### src/rtl/i2c_wb_seq_pkg.sv
// Shared definitions for the I2C Wishbone transfer sequencer.
// Contents: I2C master core register addresses, CR/SR bit positions,
// the CR command bytes used by the sequencer, and the status, state and
// poll-context enums.
package i2c_wb_seq_pkg;

    // Register map of the I2C master core (TXR/RXR and CR/SR share addresses)
    localparam logic [2:0] ADR_PRERLO = 3'd0;
    localparam logic [2:0] ADR_PRERHI = 3'd1;
    localparam logic [2:0] ADR_CTR    = 3'd2;
    localparam logic [2:0] ADR_TXR    = 3'd3;
    localparam logic [2:0] ADR_RXR    = 3'd3;
    localparam logic [2:0] ADR_CR     = 3'd4;
    localparam logic [2:0] ADR_SR     = 3'd4;

    // Command register bits
    localparam int CR_STA = 7;
    localparam int CR_STO = 6;
    localparam int CR_RD  = 5;
    localparam int CR_WR  = 4;
    localparam int CR_ACK = 3;

    // Status register bits
    localparam int SR_RXACK = 7;
    localparam int SR_AL    = 5;
    localparam int SR_TIP   = 1;

    // Control register value: core enable
    localparam logic [7:0] CTR_EN = 8'h80;

    // Command bytes
    localparam logic [7:0] CMD_STA_WR      = 8'((8'd1 << CR_STA) | (8'd1 << CR_WR));                    // 0x90
    localparam logic [7:0] CMD_STA_WR_STO  = 8'((8'd1 << CR_STA) | (8'd1 << CR_STO) | (8'd1 << CR_WR)); // 0xD0
    localparam logic [7:0] CMD_WR          = 8'(8'd1 << CR_WR);                                        // 0x10
    localparam logic [7:0] CMD_WR_STO      = 8'((8'd1 << CR_STO) | (8'd1 << CR_WR));                    // 0x50
    localparam logic [7:0] CMD_RD          = 8'(8'd1 << CR_RD);                                        // 0x20
    localparam logic [7:0] CMD_RD_NACK_STO = 8'((8'd1 << CR_STO) | (8'd1 << CR_RD) | (8'd1 << CR_ACK)); // 0x68
    localparam logic [7:0] CMD_STO         = 8'(8'd1 << CR_STO);                                       // 0x40

    typedef enum logic [1:0] {
        ST_OK      = 2'd0,
        ST_NACK    = 2'd1,
        ST_ARBLOST = 2'd2,
        ST_TIMEOUT = 2'd3
    } status_t;

    typedef enum logic [3:0] {
        S_IDLE     = 4'd0,
        S_INIT_LO  = 4'd1,
        S_INIT_HI  = 4'd2,
        S_INIT_EN  = 4'd3,
        S_ADDR_TXR = 4'd4,
        S_ADDR_CR  = 4'd5,
        S_POLL     = 4'd6,
        S_WR_WAIT  = 4'd7,
        S_WR_TXR   = 4'd8,
        S_WR_CR    = 4'd9,
        S_RD_CR    = 4'd10,
        S_RD_RXR   = 4'd11,
        S_RD_WAIT  = 4'd12,
        S_STOP     = 4'd13,
        S_DONE     = 4'd14
    } state_t;

    // What the current SR poll loop is waiting on
    typedef enum logic [1:0] {
        PK_ADDR = 2'd0,
        PK_WR   = 2'd1,
        PK_RD   = 2'd2
    } poll_kind_t;

    // True when a CR command already requests a STOP condition
    function automatic logic cmd_has_sto(input logic [7:0] cmd);
        return cmd[CR_STO];
    endfunction

endpackage

### src/rtl/i2c_wb_single_master.sv
// One-access Wishbone master handshake engine.
// start/addr/we/wdata launch a single access when idle; cyc/stb/adr/dat/we
// are held until ack. On the ack cycle read data is captured and cyc/stb
// drop; done pulses on the following cycle with rdata valid.
// Ports: wb_clk_i, arst_i (async active-low), start, addr, we, wdata,
//        busy, rdata, done, wbm_* Wishbone master signals.
module i2c_wb_single_master
    import i2c_wb_seq_pkg::*;
(
    input  logic       wb_clk_i,
    input  logic       arst_i,
    input  logic       start,
    input  logic [2:0] addr,
    input  logic       we,
    input  logic [7:0] wdata,
    output logic       busy,
    output logic [7:0] rdata,
    output logic       done,
    output logic [2:0] wbm_adr_o,
    output logic [7:0] wbm_dat_o,
    input  logic [7:0] wbm_dat_i,
    output logic       wbm_we_o,
    output logic       wbm_stb_o,
    output logic       wbm_cyc_o,
    input  logic       wbm_ack_i
);

    logic       cyc_q, cyc_d;
    logic [2:0] adr_q, adr_d;
    logic [7:0] dat_q, dat_d;
    logic       we_q, we_d;
    logic [7:0] rdata_q, rdata_d;
    logic       done_q, done_d;

    // Next-state logic for the single access handshake
    always_comb begin
        cyc_d   = cyc_q;
        adr_d   = adr_q;
        dat_d   = dat_q;
        we_d    = we_q;
        rdata_d = rdata_q;
        done_d  = 1'b0;
        if (cyc_q) begin
            if (wbm_ack_i) begin
                cyc_d  = 1'b0;
                done_d = 1'b1;
                if (!we_q) begin
                    rdata_d = wbm_dat_i;
                end else begin
                    rdata_d = rdata_q;
                end
            end else begin
                cyc_d = 1'b1;
            end
        end else if (start) begin
            cyc_d = 1'b1;
            adr_d = addr;
            we_d  = we;
            dat_d = wdata;
        end else begin
            cyc_d = 1'b0;
        end
    end

    // Handshake registers
    always_ff @(posedge wb_clk_i or negedge arst_i) begin
        if (!arst_i) begin
            cyc_q   <= 1'b0;
            adr_q   <= 3'd0;
            dat_q   <= 8'h00;
            we_q    <= 1'b0;
            rdata_q <= 8'h00;
            done_q  <= 1'b0;
        end else begin
            cyc_q   <= cyc_d;
            adr_q   <= adr_d;
            dat_q   <= dat_d;
            we_q    <= we_d;
            rdata_q <= rdata_d;
            done_q  <= done_d;
        end
    end

    assign busy      = cyc_q;
    assign rdata     = rdata_q;
    assign done      = done_q;
    assign wbm_cyc_o = cyc_q;
    assign wbm_stb_o = cyc_q;
    assign wbm_adr_o = adr_q;
    assign wbm_dat_o = dat_q;
    assign wbm_we_o  = we_q;

endmodule

### src/rtl/i2c_wb_xfer_seq.sv
// I2C transfer sequencer driving the I2C master core's Wishbone slave port.
// Accepts one request (address, direction, length), runs core init once,
// then the ADDR/WR/RD register sequences with SR polling, and reports a
// per-transfer status with a one-cycle done pulse.
// Ports: wb_clk_i, arst_i (async active-low), cfg_prescale,
//        req_valid/req_ready/req_addr/req_rd/req_len   request channel,
//        wr_data/wr_valid/wr_ready                      write byte stream,
//        rd_data/rd_valid/rd_ready                      read byte stream,
//        done, status                                   completion,
//        wbm_*                                          Wishbone master.
module i2c_wb_xfer_seq
    import i2c_wb_seq_pkg::*;
#(
    parameter int POLL_TIMEOUT = 4096,
    parameter int TO_W         = 16
) (
    input  logic        wb_clk_i,
    input  logic        arst_i,
    input  logic [15:0] cfg_prescale,
    input  logic        req_valid,
    output logic        req_ready,
    input  logic [6:0]  req_addr,
    input  logic        req_rd,
    input  logic [7:0]  req_len,
    input  logic [7:0]  wr_data,
    input  logic        wr_valid,
    output logic        wr_ready,
    output logic [7:0]  rd_data,
    output logic        rd_valid,
    input  logic        rd_ready,
    output logic        done,
    output logic [1:0]  status,
    output logic [2:0]  wbm_adr_o,
    output logic [7:0]  wbm_dat_o,
    input  logic [7:0]  wbm_dat_i,
    output logic        wbm_we_o,
    output logic        wbm_stb_o,
    output logic        wbm_cyc_o,
    input  logic        wbm_ack_i
);

    localparam logic [TO_W-1:0] TO_LIMIT = TO_W'(POLL_TIMEOUT);

    state_t          state_q, state_d;
    status_t         status_q, status_d;
    poll_kind_t      kind_q, kind_d;
    logic            init_done_q, init_done_d;
    logic [6:0]      addr_q, addr_d;
    logic            rd_q, rd_d;
    logic [7:0]      cnt_q, cnt_d;
    logic [7:0]      wbyte_q, wbyte_d;
    logic [7:0]      last_cr_q, last_cr_d;
    logic            pend_q, pend_d;
    logic [TO_W-1:0] to_cnt_q, to_cnt_d;
    logic            req_ready_q, req_ready_d;
    logic            wr_ready_q, wr_ready_d;
    logic            rd_valid_q, rd_valid_d;
    logic [7:0]      rd_data_q, rd_data_d;
    logic            done_q, done_d;

    logic            acc_state_s;
    logic            m_start_s;
    logic [2:0]      m_adr_s;
    logic            m_we_s;
    logic [7:0]      m_wdata_s;
    logic [7:0]      m_rdata_s;
    logic            m_busy_s;
    logic            m_done_s;

    i2c_wb_single_master u_wbm (
        .wb_clk_i  (wb_clk_i),
        .arst_i    (arst_i),
        .start     (m_start_s),
        .addr      (m_adr_s),
        .we        (m_we_s),
        .wdata     (m_wdata_s),
        .busy      (m_busy_s),
        .rdata     (m_rdata_s),
        .done      (m_done_s),
        .wbm_adr_o (wbm_adr_o),
        .wbm_dat_o (wbm_dat_o),
        .wbm_dat_i (wbm_dat_i),
        .wbm_we_o  (wbm_we_o),
        .wbm_stb_o (wbm_stb_o),
        .wbm_cyc_o (wbm_cyc_o),
        .wbm_ack_i (wbm_ack_i)
    );

    // Wishbone access descriptor for the current state; one access per visit
    always_comb begin
        acc_state_s = 1'b1;
        m_adr_s     = ADR_CR;
        m_we_s      = 1'b1;
        m_wdata_s   = 8'h00;
        case (state_q)
            S_INIT_LO:  begin m_adr_s = ADR_PRERLO; m_wdata_s = cfg_prescale[7:0]; end
            S_INIT_HI:  begin m_adr_s = ADR_PRERHI; m_wdata_s = cfg_prescale[15:8]; end
            S_INIT_EN:  begin m_adr_s = ADR_CTR;    m_wdata_s = CTR_EN; end
            S_ADDR_TXR: begin m_adr_s = ADR_TXR;    m_wdata_s = {addr_q, rd_q}; end
            S_ADDR_CR:  m_wdata_s = (cnt_q == 8'd0) ? CMD_STA_WR_STO : CMD_STA_WR;
            S_POLL:     begin m_adr_s = ADR_SR;     m_we_s = 1'b0; end
            S_WR_TXR:   begin m_adr_s = ADR_TXR;    m_wdata_s = wbyte_q; end
            S_WR_CR:    m_wdata_s = (cnt_q == 8'd1) ? CMD_WR_STO : CMD_WR;
            S_RD_CR:    m_wdata_s = (cnt_q == 8'd1) ? CMD_RD_NACK_STO : CMD_RD;
            S_RD_RXR:   begin m_adr_s = ADR_RXR;    m_we_s = 1'b0; end
            S_STOP:     m_wdata_s = CMD_STO;
            default:    acc_state_s = 1'b0;
        endcase
        m_start_s = acc_state_s && !pend_q && !m_busy_s;
    end

    // Sequencer next-state and output logic
    always_comb begin
        state_d     = state_q;
        status_d    = status_q;
        kind_d      = kind_q;
        init_done_d = init_done_q;
        addr_d      = addr_q;
        rd_d        = rd_q;
        cnt_d       = cnt_q;
        wbyte_d     = wbyte_q;
        wr_ready_d  = 1'b0;
        rd_valid_d  = rd_valid_q;
        rd_data_d   = rd_data_q;

        // pend marks an access launched but not yet completed in this state
        if (m_start_s) begin
            pend_d = 1'b1;
        end else if (m_done_s) begin
            pend_d = 1'b0;
        end else begin
            pend_d = pend_q;
        end

        // Remember the last CR command so a NACK knows whether STOP already went out
        if (m_start_s && m_we_s && (m_adr_s == ADR_CR)) begin
            last_cr_d = m_wdata_s;
        end else begin
            last_cr_d = last_cr_q;
        end

        // Poll budget restarts every time POLL is entered; saturates at the limit
        if (state_q == S_POLL) begin
            to_cnt_d = (to_cnt_q == TO_LIMIT) ? to_cnt_q : to_cnt_q + 1'b1;
        end else begin
            to_cnt_d = {TO_W{1'b0}};
        end

        case (state_q)
            S_IDLE: begin
                if (req_valid && req_ready_q) begin
                    addr_d   = req_addr;
                    rd_d     = req_rd;
                    cnt_d    = req_len;
                    status_d = ST_OK;
                    state_d  = init_done_q ? S_ADDR_TXR : S_INIT_LO;
                end else begin
                    state_d = S_IDLE;
                end
            end
            S_INIT_LO: begin
                if (m_done_s) state_d = S_INIT_HI;
                else          state_d = S_INIT_LO;
            end
            S_INIT_HI: begin
                if (m_done_s) state_d = S_INIT_EN;
                else          state_d = S_INIT_HI;
            end
            S_INIT_EN: begin
                if (m_done_s) begin
                    init_done_d = 1'b1;
                    state_d     = S_ADDR_TXR;
                end else begin
                    state_d = S_INIT_EN;
                end
            end
            S_ADDR_TXR: begin
                if (m_done_s) state_d = S_ADDR_CR;
                else          state_d = S_ADDR_TXR;
            end
            S_ADDR_CR: begin
                if (m_done_s) begin
                    kind_d  = PK_ADDR;
                    state_d = S_POLL;
                end else begin
                    state_d = S_ADDR_CR;
                end
            end
            S_POLL: begin
                if (m_done_s) begin
                    if (!m_rdata_s[SR_TIP]) begin
                        if (m_rdata_s[SR_AL]) begin
                            status_d = ST_ARBLOST;
                            state_d  = S_DONE;
                        end else if (m_rdata_s[SR_RXACK] && (kind_q != PK_RD)) begin
                            status_d = ST_NACK;
                            state_d  = cmd_has_sto(last_cr_q) ? S_DONE : S_STOP;
                        end else begin
                            case (kind_q)
                                PK_ADDR: begin
                                    if (cnt_q == 8'd0)  state_d = S_DONE;
                                    else if (rd_q)      state_d = S_RD_CR;
                                    else                state_d = S_WR_WAIT;
                                end
                                PK_WR: begin
                                    cnt_d   = cnt_q - 8'd1;
                                    state_d = (cnt_q == 8'd1) ? S_DONE : S_WR_WAIT;
                                end
                                PK_RD:   state_d = S_RD_RXR;
                                default: state_d = S_DONE;
                            endcase
                        end
                    end else if (to_cnt_q >= TO_LIMIT) begin
                        status_d = ST_TIMEOUT;
                        state_d  = S_STOP;
                    end else begin
                        state_d = S_POLL;
                    end
                end else begin
                    state_d = S_POLL;
                end
            end
            S_WR_WAIT: begin
                // wr_ready is high in the cycle whose closing edge latches wr_data
                if (wr_ready_q) begin
                    wbyte_d = wr_data;
                    state_d = S_WR_TXR;
                end else if (wr_valid) begin
                    wr_ready_d = 1'b1;
                end else begin
                    state_d = S_WR_WAIT;
                end
            end
            S_WR_TXR: begin
                if (m_done_s) state_d = S_WR_CR;
                else          state_d = S_WR_TXR;
            end
            S_WR_CR: begin
                if (m_done_s) begin
                    kind_d  = PK_WR;
                    state_d = S_POLL;
                end else begin
                    state_d = S_WR_CR;
                end
            end
            S_RD_CR: begin
                if (m_done_s) begin
                    kind_d  = PK_RD;
                    state_d = S_POLL;
                end else begin
                    state_d = S_RD_CR;
                end
            end
            S_RD_RXR: begin
                if (m_done_s) begin
                    rd_data_d  = m_rdata_s;
                    rd_valid_d = 1'b1;
                    state_d    = S_RD_WAIT;
                end else begin
                    state_d = S_RD_RXR;
                end
            end
            S_RD_WAIT: begin
                if (rd_ready) begin
                    rd_valid_d = 1'b0;
                    cnt_d      = cnt_q - 8'd1;
                    state_d    = (cnt_q == 8'd1) ? S_DONE : S_RD_CR;
                end else begin
                    state_d = S_RD_WAIT;
                end
            end
            S_STOP: begin
                if (m_done_s) state_d = S_DONE;
                else          state_d = S_STOP;
            end
            S_DONE:  state_d = S_IDLE;
            default: state_d = S_IDLE;
        endcase

        req_ready_d = (state_d == S_IDLE);
        done_d      = (state_d == S_DONE);
    end

    // Sequencer state and registered outputs
    always_ff @(posedge wb_clk_i or negedge arst_i) begin
        if (!arst_i) begin
            state_q     <= S_IDLE;
            status_q    <= ST_OK;
            kind_q      <= PK_ADDR;
            init_done_q <= 1'b0;
            addr_q      <= 7'd0;
            rd_q        <= 1'b0;
            cnt_q       <= 8'd0;
            wbyte_q     <= 8'h00;
            last_cr_q   <= 8'h00;
            pend_q      <= 1'b0;
            to_cnt_q    <= {TO_W{1'b0}};
            req_ready_q <= 1'b0;
            wr_ready_q  <= 1'b0;
            rd_valid_q  <= 1'b0;
            rd_data_q   <= 8'h00;
            done_q      <= 1'b0;
        end else begin
            state_q     <= state_d;
            status_q    <= status_d;
            kind_q      <= kind_d;
            init_done_q <= init_done_d;
            addr_q      <= addr_d;
            rd_q        <= rd_d;
            cnt_q       <= cnt_d;
            wbyte_q     <= wbyte_d;
            last_cr_q   <= last_cr_d;
            pend_q      <= pend_d;
            to_cnt_q    <= to_cnt_d;
            req_ready_q <= req_ready_d;
            wr_ready_q  <= wr_ready_d;
            rd_valid_q  <= rd_valid_d;
            rd_data_q   <= rd_data_d;
            done_q      <= done_d;
        end
    end

    assign req_ready = req_ready_q;
    assign wr_ready  = wr_ready_q;
    assign rd_valid  = rd_valid_q;
    assign rd_data   = rd_data_q;
    assign done      = done_q;
    assign status    = status_q;

endmodule
### config.mk
export PLATFORM = sky130hd
export DESIGN_NAME = i2c_wb_xfer_seq
export DESIGN_NICKNAME = d
export VERILOG_FILES = /design/src/rtl/i2c_wb_seq_pkg.sv /design/src/rtl/i2c_wb_single_master.sv /design/src/rtl/i2c_wb_xfer_seq.sv
export SDC_FILE = /design/constraint.sdc
export NUM_CORES = 1
export LEC_CHECK = 0
export BUFFER_PORTS_ARGS = -buffer_cell sky130_fd_sc_hd__buf_2
export CAP_MARGIN = 10
export CORE_MARGIN = 4
export CORE_UTILIZATION = 51
export DETAILED_ROUTE_END_ITERATION = 16
export PLACE_DENSITY = 0.82
export SYNTH_ARGS = -nofsm -noshare
export SYNTH_HDL_FRONTEND = slang
export SYNTH_SLANG_ARGS = --single-unit
### constraint.sdc
create_clock -name wb_clk_i -period 1.8 [get_ports wb_clk_i]
set_input_delay 0.18 -clock wb_clk_i [delete_from_list [all_inputs] [get_ports wb_clk_i]]
set_output_delay 0.18 -clock wb_clk_i [all_outputs]
set_load 0.02 [all_outputs]
## Word level (Yosys, flattened, before mapping)

Cells that the tools add are included.
Widths: inputs -> output; s select.

- Bitwise logic cells: 2
- Multiplexer cells: 68
- Shift-type cells: 0
- Add/subtract/negate cells: 2
- Divide/modulo/power cells: 0
- Equal/unequal tests: 34
- Order comparisons: 1
- Reductions and logical operators: 30
- $mul: 0

Operators by type and width:

| cell | number |
|---|---|
| $pmux 8 s9 | 1 |
| $mux 8 | 7 |
| $pmux 4 s14 | 1 |
| $mux 4 | 12 |
| $mux 16 | 2 |
| $eq 4x4->1 const B | 7 |
| $mux 2 | 13 |
| $pmux 8 s3 | 1 |
| $mux 7 | 3 |
| $mux 3 | 6 |
| $mux 1 | 17 |
| $add 16x1->16 const B | 1 |
| $eq 16x13->1 const B | 1 |
| $eq 4x3->1 const B | 4 |
| $ge 16x13->1 const B | 1 |
| $ne 2x2->1 const B | 7 |
| $ne 2x1->1 const B | 6 |
| $pmux 3 s4 | 1 |
| $pmux 4 s3 | 1 |
| $reduce_or 11->1 | 1 |
| $reduce_and 2->1 | 5 |
| $eq 4x2->1 const B | 2 |
| $eq 8x1->1 const B | 1 |
| $logic_not 4->1 | 2 |
| other kinds (23) | 34 |

- Word-level logic and storage cells: 159
- Memories: 0
- Flip-flop bits (word level): 91
- Bits in read-only memories: 0
- Bits in latches: 0
- Output and inout port bits: 28
- Input bits: 54
- Bits in writable memories: 0

## Logic depth before layout (Yosys ltp)

- Depth in word-level cells: 9
- Mapped depth: 8
- Depth with buffers taken out: 7

## Modules after synthesis

Synthesis repeated with hierarchy kept, for this count alone.

- Cells, all modules: 441
- Area, all modules: 4478.0 um^2

By module, submodules not included:

| module | area each (um^2) | sequential area each (um^2) | cells an instance | times used |
|---|---|---|---|---|
| i2c_wb_xfer_seq | 3642.2 | 1576.5 | 391 | 1 |
| i2c_wb_single_master | 835.8 | 550.5 | 50 | 1 |

## Worst setup path before layout

Ideal clock, no wire load.

- Path kind: register to register
- From: reg state_q[0]
- To: reg cnt_q[7]
- Setup slack: 6 ps
- Clock period less this slack: 1794 ps
- Data required time: 1677 ps
- Cell stages (with the launch flop): 7
- Buffers on the path: 2
- Data arrival time: 1671 ps
- Setup time: 123 ps
- Path through: dfrtp_1 > or4_1 > buf_4 > a211o_1 > buf_6 > o21ai_1 > o21ai_1

- Longest elaborated chain between the ends: 3
- Elaborated cells between the ends (all ways): 13
- Classes of those cells: 9 x eq/ne; 1 x mux; 3 x reduce/logical

RTL lines:

| what | RTL line | source |
|---|---|---|
| from (decl) | i2c_wb_xfer_seq.sv:44 | `state_t state_q, state_d;` |
| from (signal assigned) | i2c_wb_xfer_seq.sv:304 | `state_q <= state_d;` |
| $eq 4x3->1, or another cell as far along | i2c_wb_xfer_seq.sv:149 | `case (state_q)` |
| $ne 2x2->1 (no line), or another cell as far along | - |  |
| $reduce_and 8->1 (no line) | - |  |
| to (signal assigned) | i2c_wb_xfer_seq.sv:310 | `cnt_q <= cnt_d;` |
| to (decl) | i2c_wb_xfer_seq.sv:50 | `logic [7:0] cnt_q, cnt_d;` |

Parallel ways exist; a longest one is shown, timed or not.
A chain may end at the register's enable or synchronous reset.

## Final worst setup path

- From: reg state_q[2]
- To: reg u_wbm.dat_q[3], in the netlist u_wbm.wbm_dat_o[3]

- Longest elaborated chain between the ends: 6
- Elaborated cells between the ends (all ways): 17
- Classes of those cells: 11 x eq/ne; 2 x mux; 4 x reduce/logical

RTL lines:

| what | RTL line | source |
|---|---|---|
| $eq 4x3->1, or another cell as far along | i2c_wb_xfer_seq.sv:95 | `case (state_q)` |
| $reduce_or 11->1 (no line) | - |  |
| $mux 1 | i2c_wb_xfer_seq.sv:95 |  |
| $logic_and 1x1->1 (2 in series) | i2c_wb_xfer_seq.sv:109 | `m_start_s = acc_state_s && !pend_q && !m_busy_s;` |
| $reduce_and 2->1 (no line) | - |  |
| to (signal assigned) | i2c_wb_single_master.sv:77 | `dat_q <= dat_d;` |
| to (decl) | i2c_wb_single_master.sv:30 | `logic [7:0] dat_q, dat_d;` |

Parallel ways exist; a longest one is shown, timed or not.

==> summary.txt <==
status -> finished, violations left
failing checks -> setup timing
Hold Path Cell Cnt -> 2
leading cell type by number of instances after synthesis -> dfrtp_1
largest net degree at the start of global routing -> 39
H-Tree Depth -> 3
total via count after detailed routing -> 4,386
final WL -> 13.8 mm
worst vdd ir -> 0.824 mV
last weighted congestion value of the routability-driven placer -> 0.933
Final Hold Vio Count -> 0
count of unresolved DRC violations after routing -> 0
worst min-delay path class -> in2reg
number of endpoints failing setup at the final stage -> 17
reg-to-reg critical path startpoint -> state_q[2]
type of the setup path with the least slack -> reg2reg
via/cell ratio -> 6.25
most frequently used flop master after synthesis -> dfrtp_1
TritonCTS Buffers -> 9
number of nets produced by synthesis -> 518
hold wc startpoint -> wbm_dat_i[6]
number of ports placed on the die boundary -> 82
DR WL/cell -> 19.7 µm
actual transition at the worst max-transition pin -> 0.437 ns
Fin Clk Skew -> 0.0111 ns
fraction of final layout cells sized beyond drive strength 1 -> 0.419
count of input and output buffers -> 81
final count of pins violating max slew -> 0
cell types with the highest counts after synthesis -> dfrtp_1, nor2_1, mux2_2, nand2_1, o21ai_0
met1 usage in global routing -> 0.336
final core occ -> 0.694
setup slack of the most critical reg-to-reg path -> -0.10 ns
required time of the worst setup path -> 2.07 ns
Endpoint, Worst Hold -> u_wbm.rdata[6]
leakage component of the power -> 2.77 nW
standard-cell row count -> 34
ANT cells -> 0
Async SR Flop Fraction -> 1.00
register bit count reported by yosys -> 85
post-synthesis cell type count -> 68
final HPWL from detailed placement -> 8.94 mm
Global Route met2 Usage -> 0.381
CP arrival -> 2.17 ns
startpoint type of the worst setup path -> flop
number of clock sinks -> 85
Cells after Synth -> 459
headroom to the max-slew limit -> 0.706
starting DRC count in detailed routing -> 545
clock slew at the register clock pins of the worst setup and hold paths -> 0.10 ns
Die Span X -> 103 µm
MaxCap Viol Count -> 0
top cell type by total area after synthesis -> dfrtp_1
number of antenna violations at the first check in global routing -> 0
clock tree from TritonCTS -> yes
detailed-routing iteration count for the pre-antenna-repair pass -> 6
fraction of synthesized cell area taken by the top area cell type -> 0.463
met3 Resource Use GR -> 0.0433
number of enable flip-flop cells after synthesis -> 0
post-route setup slack -> -0.105 ns
share of the yosys chip area belonging to registers -> 0.463
worst flop-to-flop path endpoint -> u_wbm.wbm_dat_o[3]
Placement Setup Slack -> -0.153 ns
final-layout setup total negative slack -> -0.935 ns
power density over cell area -> 1710 mW/mm²
number of buffers on the longest clock path -> 2
layout net count -> 648
layer with the highest usage -> met2
cell types with the largest area share after synthesis -> dfrtp_1, mux2_2, nor2_1
die height -> 103 µm
total of warnings raised by yosys -> 0
residual overflow from global routing -> 0
min cycle time layout -> 1.90 ns
synthesis-to-finish area growth -> 32.4%
Setup crit end kind -> flop
cell area after technology mapping -> 0.00459 mm²
latest clock arrival within the worst-skew pair -> 0.36 ns
Post-Synthesis Mean Instance Area -> 10.0 µm²
R2R depth -> 7
root buffer cell -> clkbuf_8
share of the clock period used by the worst path -> 1.06
antenna violation net count after detailed routing -> 0
via count of the first global-routing pass -> 4,158
core box area -> 0.00876 mm²
global routing usage summed across all routing layers -> 0.243
initial standard-cell utilization of the core -> 0.524
largest fanout of any net on the critical path -> 11
RSZ-0062 raised after global routing -> yes
highest attainable clock frequency -> 525 MHz
die area -> 0.0106 mm²
global-route wire length before repair -> 20.2 mm
==> worst max-delay path by stage <==
stage / startpoint / endpoint / depth (start not counted)
detailed placement: state_q[1] / cnt_q[3] / 6
finish: state_q[2] / u_wbm.wbm_dat_o[3] / 7
global placement: state_q[1] / cnt_q[3] / 6
floorplan: state_q[0] / cnt_q[7] / 6
global route: cnt_q[3] / req_ready / 6
CTS: cnt_q[2] / req_ready / 6
==> where the power goes <==
group          internal (mW)  switching [mW]
registers               2.53           0.550
logic                   2.77            3.11
clock network          0.663           0.758
total                   5.97            4.42
==> area by class of cell <==
| type | count | area, µm² |
|---|---|---|
| flip-flops and latches | 85 | 2130 |
| multi-input cells | 334 | 2540 |
| clock inverters | 7 | 83.8 |
| fillers | 620 | 2680 |
| well taps | 108 | 135 |
| clock buffers | 9 | 124 |
| repair buffers | 146 | 1010 |
| inverters | 13 | 48.8 |
==> logic make-up after synthesis <==
logic type,after synthesis,synth area share
compound gates,121,0.182
xor+xnor,12,0.0229
fa+ha+maj,5,0.0136
buf+inv,41,0.0414
flops,85,0.463
mux,36,0.0877
simple gates,159,0.190
==> metal layers <==
metal	vias up	part of all wire	wire length, µm
li1	1942	-	-
met1	2102	0.39	5400
met2	276	0.47	6510
met3	66	0.095	1320
met4	0	0.044	608
met5	-	0	0
==> timing repair <==
item,4_1_cts,5_1_grt
endpoints found under the hold margin,26,0
setup endpoints to repair,36,38
pin swaps,5,19
cloned,1,1
setup buffers,4,9
hold buffers,2,0
resized for setup,15,58
==> worst max-delay path, stage by stage (launching register included) <==
cell	delay [ns]
dfrtp_2	0.47
buf_12	0.17
nor2b_1	0.17
buf_4	0.19
a22oi_1	0.29
a2bb2oi_2	0.21
o32ai_2	0.11
a22o_1	0.20
==> cell usage in the layout (no fill, tap or decap), drive strengths merged, types with 5 or more instances in the layout <==
master and count:
nand2 32, nor2 38, nand3 19, nor3 8
o22ai 5, nand2b 13, nor4 5, a22oi 8
a22o 9, buf 143, nand4 5, dfrtp 85
o21ai 34, a211o 6, clkbuf 10, ha 5
xor2 8, a21oi 22, nand3b 7, mux2 34
nor2b 6, and3 5, inv 15
==> metrics by stage <==
step	cell area, µm²	cells	hold WS [ns]	total power [mW]
CTS	5730	692	0.0328	9.34
finish	6080	702	0.0431	10.4
global placement	5400	669	0.123	7.46
global route	6080	702	0.0304	10.9
floorplan	4590	459	-0.116	5.97
detailed placement	5400	669	0.129	7.64
==> flip-flops by register name, indices dropped and copies added, names as in the netlist, 2 cells and up <==
signal / count
status: 2
u_wbm.wbm_dat_o: 8
state_q: 4
to_cnt_q: 16
addr_q: 7
wbyte_q: 8
rd_data: 8
kind_q: 2
u_wbm.rdata: 8
cnt_q: 8
u_wbm.wbm_adr_o: 3
Note: power is estimated with default switching activity, not from simulation.
